File: config.mk
export PLATFORM = sky130hd
export DESIGN_NAME = keypad_emulator
export DESIGN_NICKNAME = d
export VERILOG_FILES = /design/src/rtl/keypad_emulator.sv
export SDC_FILE = /design/constraint.sdc
export NUM_CORES = 1
export LEC_CHECK = 0
export ABC_AREA = 1
export BUFFER_PORTS_ARGS = -buffer_cell sky130_fd_sc_hd__buf_4
export CAP_MARGIN = 25
export CORE_ASPECT_RATIO = 1.75
export CORE_MARGIN = 3
export CORE_UTILIZATION = 36
export CTS_CLUSTER_SIZE = 24
export DETAILED_ROUTE_END_ITERATION = 16
export GPL_ROUTABILITY_DRIVEN = 1
export HOLD_SLACK_MARGIN = 0.02
export PLACE_DENSITY = 0.64
export SETUP_SLACK_MARGIN = 0.2
export SYNTH_ARGS = -nofsm -noshare
export SYNTH_HDL_FRONTEND = slang
export SYNTH_SLANG_ARGS = --single-unit
File: constraint.sdc
create_clock -name clk -period 5.7 [get_ports clk]
set_clock_uncertainty 0.15 [all_clocks]
set_input_delay 1.14 -clock clk [delete_from_list [all_inputs] [get_ports clk]]
set_output_delay 1.14 -clock clk [all_outputs]
set_load 0.1 [all_outputs]
File: src/rtl/keypad_emulator.sv
// Passive 4x4 keypad model: answers the scanner's row drive with one commanded key.
// Define KEYPAD_BOUNCE_EN for LFSR-driven contact bounce during the press and release windows.
module keypad_emulator #(
    parameter int TICK_CYCLES   = 50000,
    parameter int BOUNCE_CYCLES = 250000,
    parameter int HOLD_W        = 12
) (
    input  logic              clk,
    input  logic              rst,
    input  logic              press_valid,
    output logic              press_ready,
    input  logic [3:0]        press_key,
    input  logic [HOLD_W-1:0] press_hold,
    input  logic [3:0]        keypadRow,
    output logic [3:0]        keypadCol,
    output logic              busy,
    output logic              done
);

    localparam int MAXC = (TICK_CYCLES > BOUNCE_CYCLES) ? TICK_CYCLES : BOUNCE_CYCLES;
    localparam int CW   = $clog2(MAXC + 1);

    localparam logic [CW-1:0] DN_LAST   = CW'(BOUNCE_CYCLES);
    localparam logic [CW-1:0] UP_LAST   = CW'(BOUNCE_CYCLES - 1);
    localparam logic [CW-1:0] TICK_LAST = CW'(TICK_CYCLES - 1);

    typedef enum logic [1:0] {IDLE, BOUNCE_DN, HELD, BOUNCE_UP} state_t;

    state_t            state, state_nxt;
    logic [CW-1:0]     cyc, cyc_nxt;
    logic [HOLD_W-1:0] tick, tick_nxt;
    logic [3:0]        key_r;
    logic [HOLD_W-1:0] hold_r;
    logic              contact, contact_nxt;
    logic              done_nxt;
    logic              accept;
    logic              noise;

`ifdef KEYPAD_BOUNCE_EN
    logic [15:0] lfsr;

    // Free-running so the bounce pattern depends only on time since reset
    always_ff @(posedge clk) begin
        if (rst) lfsr <= 16'hACE1;
        else     lfsr <= {lfsr[14:0], lfsr[15] ^ lfsr[13] ^ lfsr[12] ^ lfsr[10]};
    end

    assign noise = lfsr[0];
`else
    assign noise = 1'b0;
`endif

    assign accept = press_valid && press_ready;

    always_ff @(posedge clk) begin
        if (rst) begin
            state   <= IDLE;
            cyc     <= '0;
            tick    <= '0;
            contact <= 1'b0;
            done    <= 1'b0;
            key_r   <= '0;
            hold_r  <= '0;
        end else begin
            state   <= state_nxt;
            cyc     <= cyc_nxt;
            tick    <= tick_nxt;
            contact <= contact_nxt;
            done    <= done_nxt;
            if (accept) begin
                key_r  <= press_key;
                hold_r <= (press_hold == '0) ? HOLD_W'(1) : press_hold;
            end
        end
    end

    always_comb begin
        state_nxt = state;
        cyc_nxt   = cyc + 1'b1;
        tick_nxt  = tick;
        unique case (state)
            IDLE: begin
                cyc_nxt  = '0;
                tick_nxt = '0;
                if (accept) state_nxt = BOUNCE_DN;
            end
            BOUNCE_DN: begin
                if (cyc == DN_LAST) begin
                    state_nxt = HELD;
                    cyc_nxt   = '0;
                end
            end
            HELD: begin
                if (cyc == TICK_LAST) begin
                    cyc_nxt = '0;
                    if (tick == hold_r - 1'b1) begin
                        state_nxt = BOUNCE_UP;
                        tick_nxt  = '0;
                    end else begin
                        tick_nxt = tick + 1'b1;
                    end
                end
            end
            BOUNCE_UP: begin
                if (cyc == UP_LAST) begin
                    state_nxt = IDLE;
                    cyc_nxt   = '0;
                end
            end
        endcase
    end

    always_comb begin
        contact_nxt = 1'b0;
        done_nxt    = (state == BOUNCE_UP) && (state_nxt == IDLE);
        unique case (state_nxt)
            IDLE:      contact_nxt = 1'b0;
            HELD:      contact_nxt = 1'b1;
`ifdef KEYPAD_BOUNCE_EN
            BOUNCE_DN: contact_nxt = (cyc_nxt == DN_LAST) ? 1'b1 : noise;
            BOUNCE_UP: contact_nxt = (cyc_nxt == UP_LAST) ? 1'b0 : noise;
`else
            BOUNCE_DN: contact_nxt = noise;
            BOUNCE_UP: contact_nxt = 1'b1;
`endif
        endcase
    end

    assign press_ready = (state == IDLE);
    assign busy        = !press_ready;

    // A row line that is not a clean 0 leaves the column released
    always_comb begin
        keypadCol = 4'b1111;
        if (contact && keypadRow[key_r[3:2]] == 1'b0)
            keypadCol[key_r[1:0]] = 1'b0;
    end

endmodule

Word level (Yosys, flattened, before mapping). Cells that the tools add are included.

Add/sub/neg operators: 3. Magnitude comparators: 3. Eq/ne operators: 11. Mux-type cells: 20. Bitwise logic cells: 2. Reductions and logical operators: 12.

Operators by type and width (count): case mux 18 bit (4 select lines) (1); 2-to-1 mux 18 bit (3); equality test 18 bit (second input constant) (2); 2-to-1 mux 12 bit (3); case mux 12 bit (2 select lines) (1); adder 18 x 1 -> 18 bit (second input constant) (1); equality test 18 x 16 -> 1 bit (second input constant) (1); adder 12 x 1 -> 12 bit (second input constant) (1); equality test 12 bit (1); logical NOT 12 bit (1); subtractor 12 x 1 -> 12 bit (second input constant) (1); 2-to-1 mux 2 bit (5); equality test 2 bit (second input constant) (4); case mux 2 bit (4 select lines) (1); < comparator 2 x 3 -> 1 bit (second input constant) (2); equality test 2 x 1 -> 1 bit (second input constant) (2); logical AND 1 bit (4); logical NOT 2 bit (2); 2-to-1 mux 4 bit (1); inverter 4 bit (1); OR reduction 2 bit (2); binary-select mux 1 bit (select 2 bit) (1); demux 1 bit (select 2 bit) (1); >= comparator 2 x 1 -> 1 bit (second input constant) (1); other kinds (7) (8).

Bits in registers: 50. Input bits: 23. Output and inout port bits: 7. Logic and storage cells: 58.

Longest topological paths before layout. Gate-level depths: netlist of the first run.

Depth in word-level cells: 8. Gate-level depth with buffers: 13. Gate-level depth less buffers: 13.

Worst setup path before layout of the first run. OpenSTA, ideal clock, no wires.

Path type: reg-to-output. Start point: register state[1]. End point: output busy. Data arrival time: 2669 ps. Data required time: 4410 ps. Path slack: 1741 ps. Stages on the path, launching flop included: 3. Path buffers: 0. Path through: dfxtp_1 -> nor2_1 -> inv_1.

Word-level cells in the longest chain between the ends: 2.

Ends and longest elaborated chain: from (decl) (RTL line 29) `state_t state, state_nxt;`; from (signal assigned) (RTL line 65) `state <= state_nxt;`; logical NOT 2 bit (RTL line 129) `assign press_ready = (state == IDLE);`; net press_ready (RTL line 11) `output logic press_ready,`; logical NOT 1 bit (RTL line 130) `assign busy = !press_ready;`; to (decl) (RTL line 16) `output logic busy,`.

The timed path passes the listed nets, and every way through them passes these cells.

Worst setup path after layout of the first run.
Start point: input keypadRow[0]. End point: output keypadCol[3].

Word-level cells in the longest chain between the ends: 5.

Ends and longest elaborated chain: from (decl) (RTL line 14) `input logic [3:0] keypadRow,`; binary-select mux 1 bit (select 2 bit) (RTL line 135) `if (contact && keypadRow[key_r[3:2]] == 1'b0)`; 2-to-1 mux 1 bit (not written as such) (RTL line 135); inverter 1 bit (RTL line 135); logical AND 1 bit (RTL line 135); 2-to-1 mux 4 bit (RTL line 135); to (decl) (RTL line 15) `output logic [3:0] keypadCol,`.

No other way between the ends. The select of a mux whose other input is x is not followed.

==> impl_metrics.toml, run 1 <==
[status]
status = "complete, no violations"

[global_routing]
grt_pass1_vias = 2937
antenna_found_initial = 0
grt.overflow.total = 0
grt_max_degree = 30
grt_first_pass_wirelength_mm = 12.3
track_usage = 0.168

[sta]
setup-tns-final_ns = 0
worst_pin_slew_ns = 0.844
fin_crit_sh = 0.580
maxSlewHeadroom = 0.436
finalSetupViolations = 0
max_freq_ghz = 0.303
fin_crit_ns = 3.30
finalMaxSlewViolations = 0
rsz0062_at_grt = "false"
hold_viol = 0

[worst_setup_path]
worstRegToRegCells = 9
crit_path_end = "keypadCol[3]"
required_ns = 4.41
rr_endpoint = "tick[8]"
reg2reg_slack_ns = 3.50
crit_type = "in2out"
crit_fanout = 2
setup.worst_path.start = "keypadRow[0]"
cp-end-kind = "output pin"
start_kind = "input port"
r2r-start = "cyc[0]"
arrival_ns = 2.01

[synthesis]
synth_edf_count = 0
yosysUniqueCellTypes = 34
syn-instance-count = 442
ys_seq_elements = 49
synth_top_flop_cell = "dfxtp_1"
syn_nets = 469
synthArstFlopShare = 0
yosysMostFrequentCell = "nand2_1"
yosys.area.top_type_share = 0.340
ys_seq_area_frac = 0.340
synth_commonest_cells = "nand2_1 (93), nor2_1 (75), dfxtp_1 (49), nand3_1 (43), inv_1 (42)"
yosys-top-cells-area = "dfxtp_1 (34%), nand2_1 (12%), nor2_1 (9.7%), nand3_1 (7.4%), inv_1 (5.5%)"
syn_avg_cell_area_sq_um = 6.54
synth_area_sq_um = 2890
yosys_warnings = 0
synth_area_leader_cell = "dfxtp_1"

[pwr]
p_leak_nw = 1.38
pwr-share-comb = 0.169
power_frac_clock = 0.368
power.density_nw_per_um2 = 238
switching_share = 0.290
switchingPower_mw = 0.229
peakVddDrop_v = 0.000164
p_int_mw = 0.560
seq_power_share = 0.463

[clocking]
path_clk_slew_ns = 0.06
clockBufferDepth = 2
cts_tree = "built"
cts_buffers = 5
clock_latency_ns = 0.29
clock_sinks = 49
postCtsHoldBufs = 0
h-tree-depth = 2
root_buffer = "clkbuf_16"
post_cts_buffers = 0
cts_resized = 0

[drt]
final_antenna_net_count = 0
drc = 0
firstDrtPassIters = 5
routed_wirelength_mm = 7.06
initialDrtViolationCount = 160
avgRoutedWirePerCell_microns = 12.6
viasPerCell = 5.11
vias = 2852

[placement]
place.port_buffers = 29
postPlaceCellArea_sq_um = 3180
gp_congestion = 0.905
hpwl_mm = 5.59
dp_cells = 550

[floorplan]
die_y_microns = 125
fp.dieW_microns = 73.7
dieArea_sq_um = 9180
num_rows = 42
core_area_sq_um = 7670
io_pins = 30
start_util = 0.377

[worst_hold_path]
hp-class = "reg2reg"

[finish]
postLayoutCellArea_sq_um = 3320
antenna-diode-count = 0
area_growth_pct = 14.9
finalNetCount = 496
fill_cells = 844
instances_no_fill = 558
drive_above_1_share = 0.145

[flow_run]
maxCapViolations = 0
==> power by group through the flow <==
stage / sequential [mW] / combinational, mW / clock, mW
2_1_floorplan: 0.370 / 0.100 / 0
3_3_place_gp: 0.373 / 0.131 / 0
3_5_place_dp: 0.373 / 0.133 / 0
4_1_cts: 0.365 / 0.134 / 0.303
5_1_grt: 0.366 / 0.152 / 0.314
6_report: 0.365 / 0.133 / 0.290
==> critical path: stages <==
cell,delay (ns)
buf_4,0.08
nor2_1,0.03
o31ai_1,0.30
nor2_1,0.09
nand2_1,0.08
buf_4,0.29
==> through the flow <==
step	hold WS (ns)	util	setup slack [ns]	total power [mW]
3_3_place_gp	0.292	0.414	2.44	0.504
4_1_cts	0.337	0.432	2.41	0.802
6_report	0.324	0.432	2.40	0.789
2_1_floorplan	0.280	-	1.74	0.470
5_1_grt	0.356	0.432	2.27	0.832
3_5_place_dp	0.321	0.414	2.41	0.506
==> placed cells by master (no fill, tap or decap), types with 2 or more instances in the layout <==
master and n:
nand2_1 93, nor2_1 75, dfxtp_1 49, nand3_1 43, inv_1 42, buf_4 29, a21oi_1 22, xor2_1 13
o21ai_0 12, nor3_1 11, inv_2 10, o21ai_1 8, a211oi_1 7, nor2_2 5, clkbuf_16 5, xnor2_1 4
nand2_2 4, nand3b_1 4, nor3_2 4, ha_1 4, nand3_2 3, nand4_1 3, nor4_1 3, clkinv_1 2
nor3b_1 2, nor2_4 2, clkinv_2 2
==> sequential cells by signal (all words and copies together) (netlist names) <==
name    count
cyc        18
hold_r     12
tick       12
key_r       4
state       2
done        1
==> how the worst min path moves through the flow <==
stage,slack (ns),endpoint,start,cells past startpoint
after floorplan,0.28,cyc[0],cyc[0],1
after global routing,0.36,cyc[0],cyc[0],1
after CTS,0.34,cyc[0],cyc[0],1
after detailed placement,0.32,cyc[0],cyc[0],1
after global placement,0.29,cyc[0],cyc[0],1
final,0.32,cyc[0],cyc[0],1
==> cell type report <==
cell class	instances	area, sq um	share of cell area
tap	88	110	0.0332
clock inverter	3	17.5	0.00528
clock buffer	5	125	0.0377
sequential	49	981	0.296
inverter	54	203	0.0611
multi-input combinational	330	1660	0.502
timing repair buffer	29	218	0.0656
==> cell families (layout without fill, tap and decap cells) <==
| family | after synthesis | count (layout) | share of synthesized area |
|---|---|---|---|
| and+or+nand+nor | 254 | 254 | 0.399 |
| xor gates and xnor gates | 17 | 17 | 0.0515 |
| DFF | 49 | 49 | 0.340 |
| AOI/OAI and AO/OA | 55 | 55 | 0.108 |
| buffers and inverters | 63 | 91 | 0.0845 |
| adders and majority gates | 4 | 4 | 0.0173 |
==> per-layer routing <==
layer	global-route usage	up-vias	share of wire
li1	-	1480	-
met1	0.160	1312	0.37
met2	0.315	38	0.56
met3	0.0315	22	0.022
met4	0.0918	0	0.046
met5	0	-	0
(Power assumes the default switching activity.)
==> run 2: changes to the inputs <==
==> constraint.sdc (replaced) <==
create_clock -name clk -period 3.4 [get_ports clk]
set_clock_uncertainty 0.15 [all_clocks]
set_input_delay 0.68 -clock clk [delete_from_list [all_inputs] [get_ports clk]]
set_output_delay 0.68 -clock clk [all_outputs]
set_load 0.1 [all_outputs]
==> run 2 against run 1 <==
Against the previous run: worst setup slack worse by 1.4 ns; power up 80%; worst hold slack worse by 0.011 ns; non-clock buffer count unchanged; critical path type unchanged.
==> impl_metrics.toml, run 2 (same netlist as run 1, synthesis figures left out) <==
[status]
status = "complete, no violations"

[worst_setup_path]
arrival_ns = 1.54
crit_type = "in2out"
required_ns = 2.57
crit_fanout = 2
reg2reg_slack_ns = 1.17
start_kind = "input port"
cp-end-kind = "output pin"

[finish]
instances_no_fill = 558
regArea_sq_um = 981
final_common_cell = "nand2_1"
finalNetCount = 496
largest-register = "cyc"
drive_above_1_share = 0.147
area_growth_pct = 16.1
fill_cells = 826
antenna-diode-count = 0
largest_reg_flops = 18
post-route-util = 0.437
multiInputGateArea_sq_um = 1670
largestRegisters = "cyc: 18 flops, hold_r: 12 flops, tick: 12 flops"
postLayoutCellArea_sq_um = 3350
most-common-layout-cells = "nand2_1 (93), nor2_1 (74), dfxtp_1 (49), nand3_1 (43), inv_1 (42)"

[clocking]
root_buffer = "clkbuf_16"
postCtsHoldBufs = 0
clockBufferDepth = 2
cts_tree = "built"
clock_latency_ns = 0.29
post_cts_buffers = 0
cts_buffers = 5
clock_sinks = 49
cts_resized = 0
path_clk_slew_ns = 0.06
h-tree-depth = 2

[sta]
fin_crit_ns = 2.37
finalSetupViolations = 0
whs_ns = 0.313
rsz0062_at_grt = "false"
finalMaxSlewViolations = 0
fin_ws_ns = 1.03
max_freq_ghz = 0.422
setup-tns-final_ns = 0
worst_pin_slew_ns = 0.863
maxSlewHeadroom = 0.423
hold_viol = 0
fin_crit_sh = 0.696

[global_routing]
grt_max_degree = 30
grt.overflow.total = 0
grt_first_pass_wirelength_mm = 12.3
track_usage = 0.168
grt_pass1_vias = 2889
antenna_found_initial = 0

[floorplan]
start_util = 0.377
fp.dieW_microns = 73.7
num_rows = 42
core_area_sq_um = 7670
die_y_microns = 125
dieArea_sq_um = 9180
io_pins = 30

[drt]
drc = 0
firstDrtPassIters = 4
final_antenna_net_count = 0
avgRoutedWirePerCell_microns = 12.5
viasPerCell = 5.00
initialDrtViolationCount = 102
vias = 2792
routed_wirelength_mm = 6.96

[placement]
postPlaceCellArea_sq_um = 3180
place.port_buffers = 29
gp_congestion = 0.890
hpwl_mm = 5.55
dp_cells = 550
pre_cts_slack_ns = 1.02

[flow_run]
maxCapViolations = 0

[pwr]
power.density_nw_per_um2 = 424
peakVddDrop_v = 0.000258
p_leak_nw = 1.39
post-layout-total-power_mw = 1.42

[worst_hold_path]
hp-class = "reg2reg"
run 2: cell types whose count changed in the layout (fill, tap and decap cells not counted):
cell / change
nor2_2: +1
clkinv_2: -2
clkbuf_8: +1
nor2_1: -1
bufinv_16: +1
run 2: worst paths after layout:
kind                                    from      endpoint  depth (start not counted)
worst max-delay path            keypadRow[3]  keypadCol[1]                          8
worst min register to register        cyc[0]        cyc[0]                          1
worst max register to register     hold_r[0]      tick[11]                         11
worst min-delay path                  cyc[0]        cyc[0]                          1
run 2: layer usage:
metal / vias up / global-route usage / wire (microns)
li1: 1481 / - / -
met1: 1252 / 0.159 / 2530
met4: 0 / 0.0918 / 328
met2: 38 / 0.320 / 3910
met5: - / 0 / 0
met3: 21 / 0.0275 / 191
run 2: cell type report:
type,instances,share of cell area
Timing Repair Buffer,29,0.0649
Tap cell,88,0.0328
Clock buffer,6,0.0414
Sequential cell,49,0.292
Clock inverter,2,0.0112
Multi-Input combinational cell,330,0.497
Inverter,54,0.0604
run 2: worst max-delay path: stages:
cell,delay (ns)
buf_4,0.11
nand2_1,0.05
nand2_1,0.05
a21oi_1,0.12
o31ai_1,0.10
nor2_1,0.13
nand2_1,0.07
buf_4,0.23
run 2: power breakdown:
| group | total (mW) | internal (mW) | switching (mW) |
|---|---|---|---|
| combinational | 0.223 | 0.0767 | 0.147 |
| sequential | 0.613 | 0.592 | 0.0210 |
| clock | 0.584 | 0.367 | 0.217 |
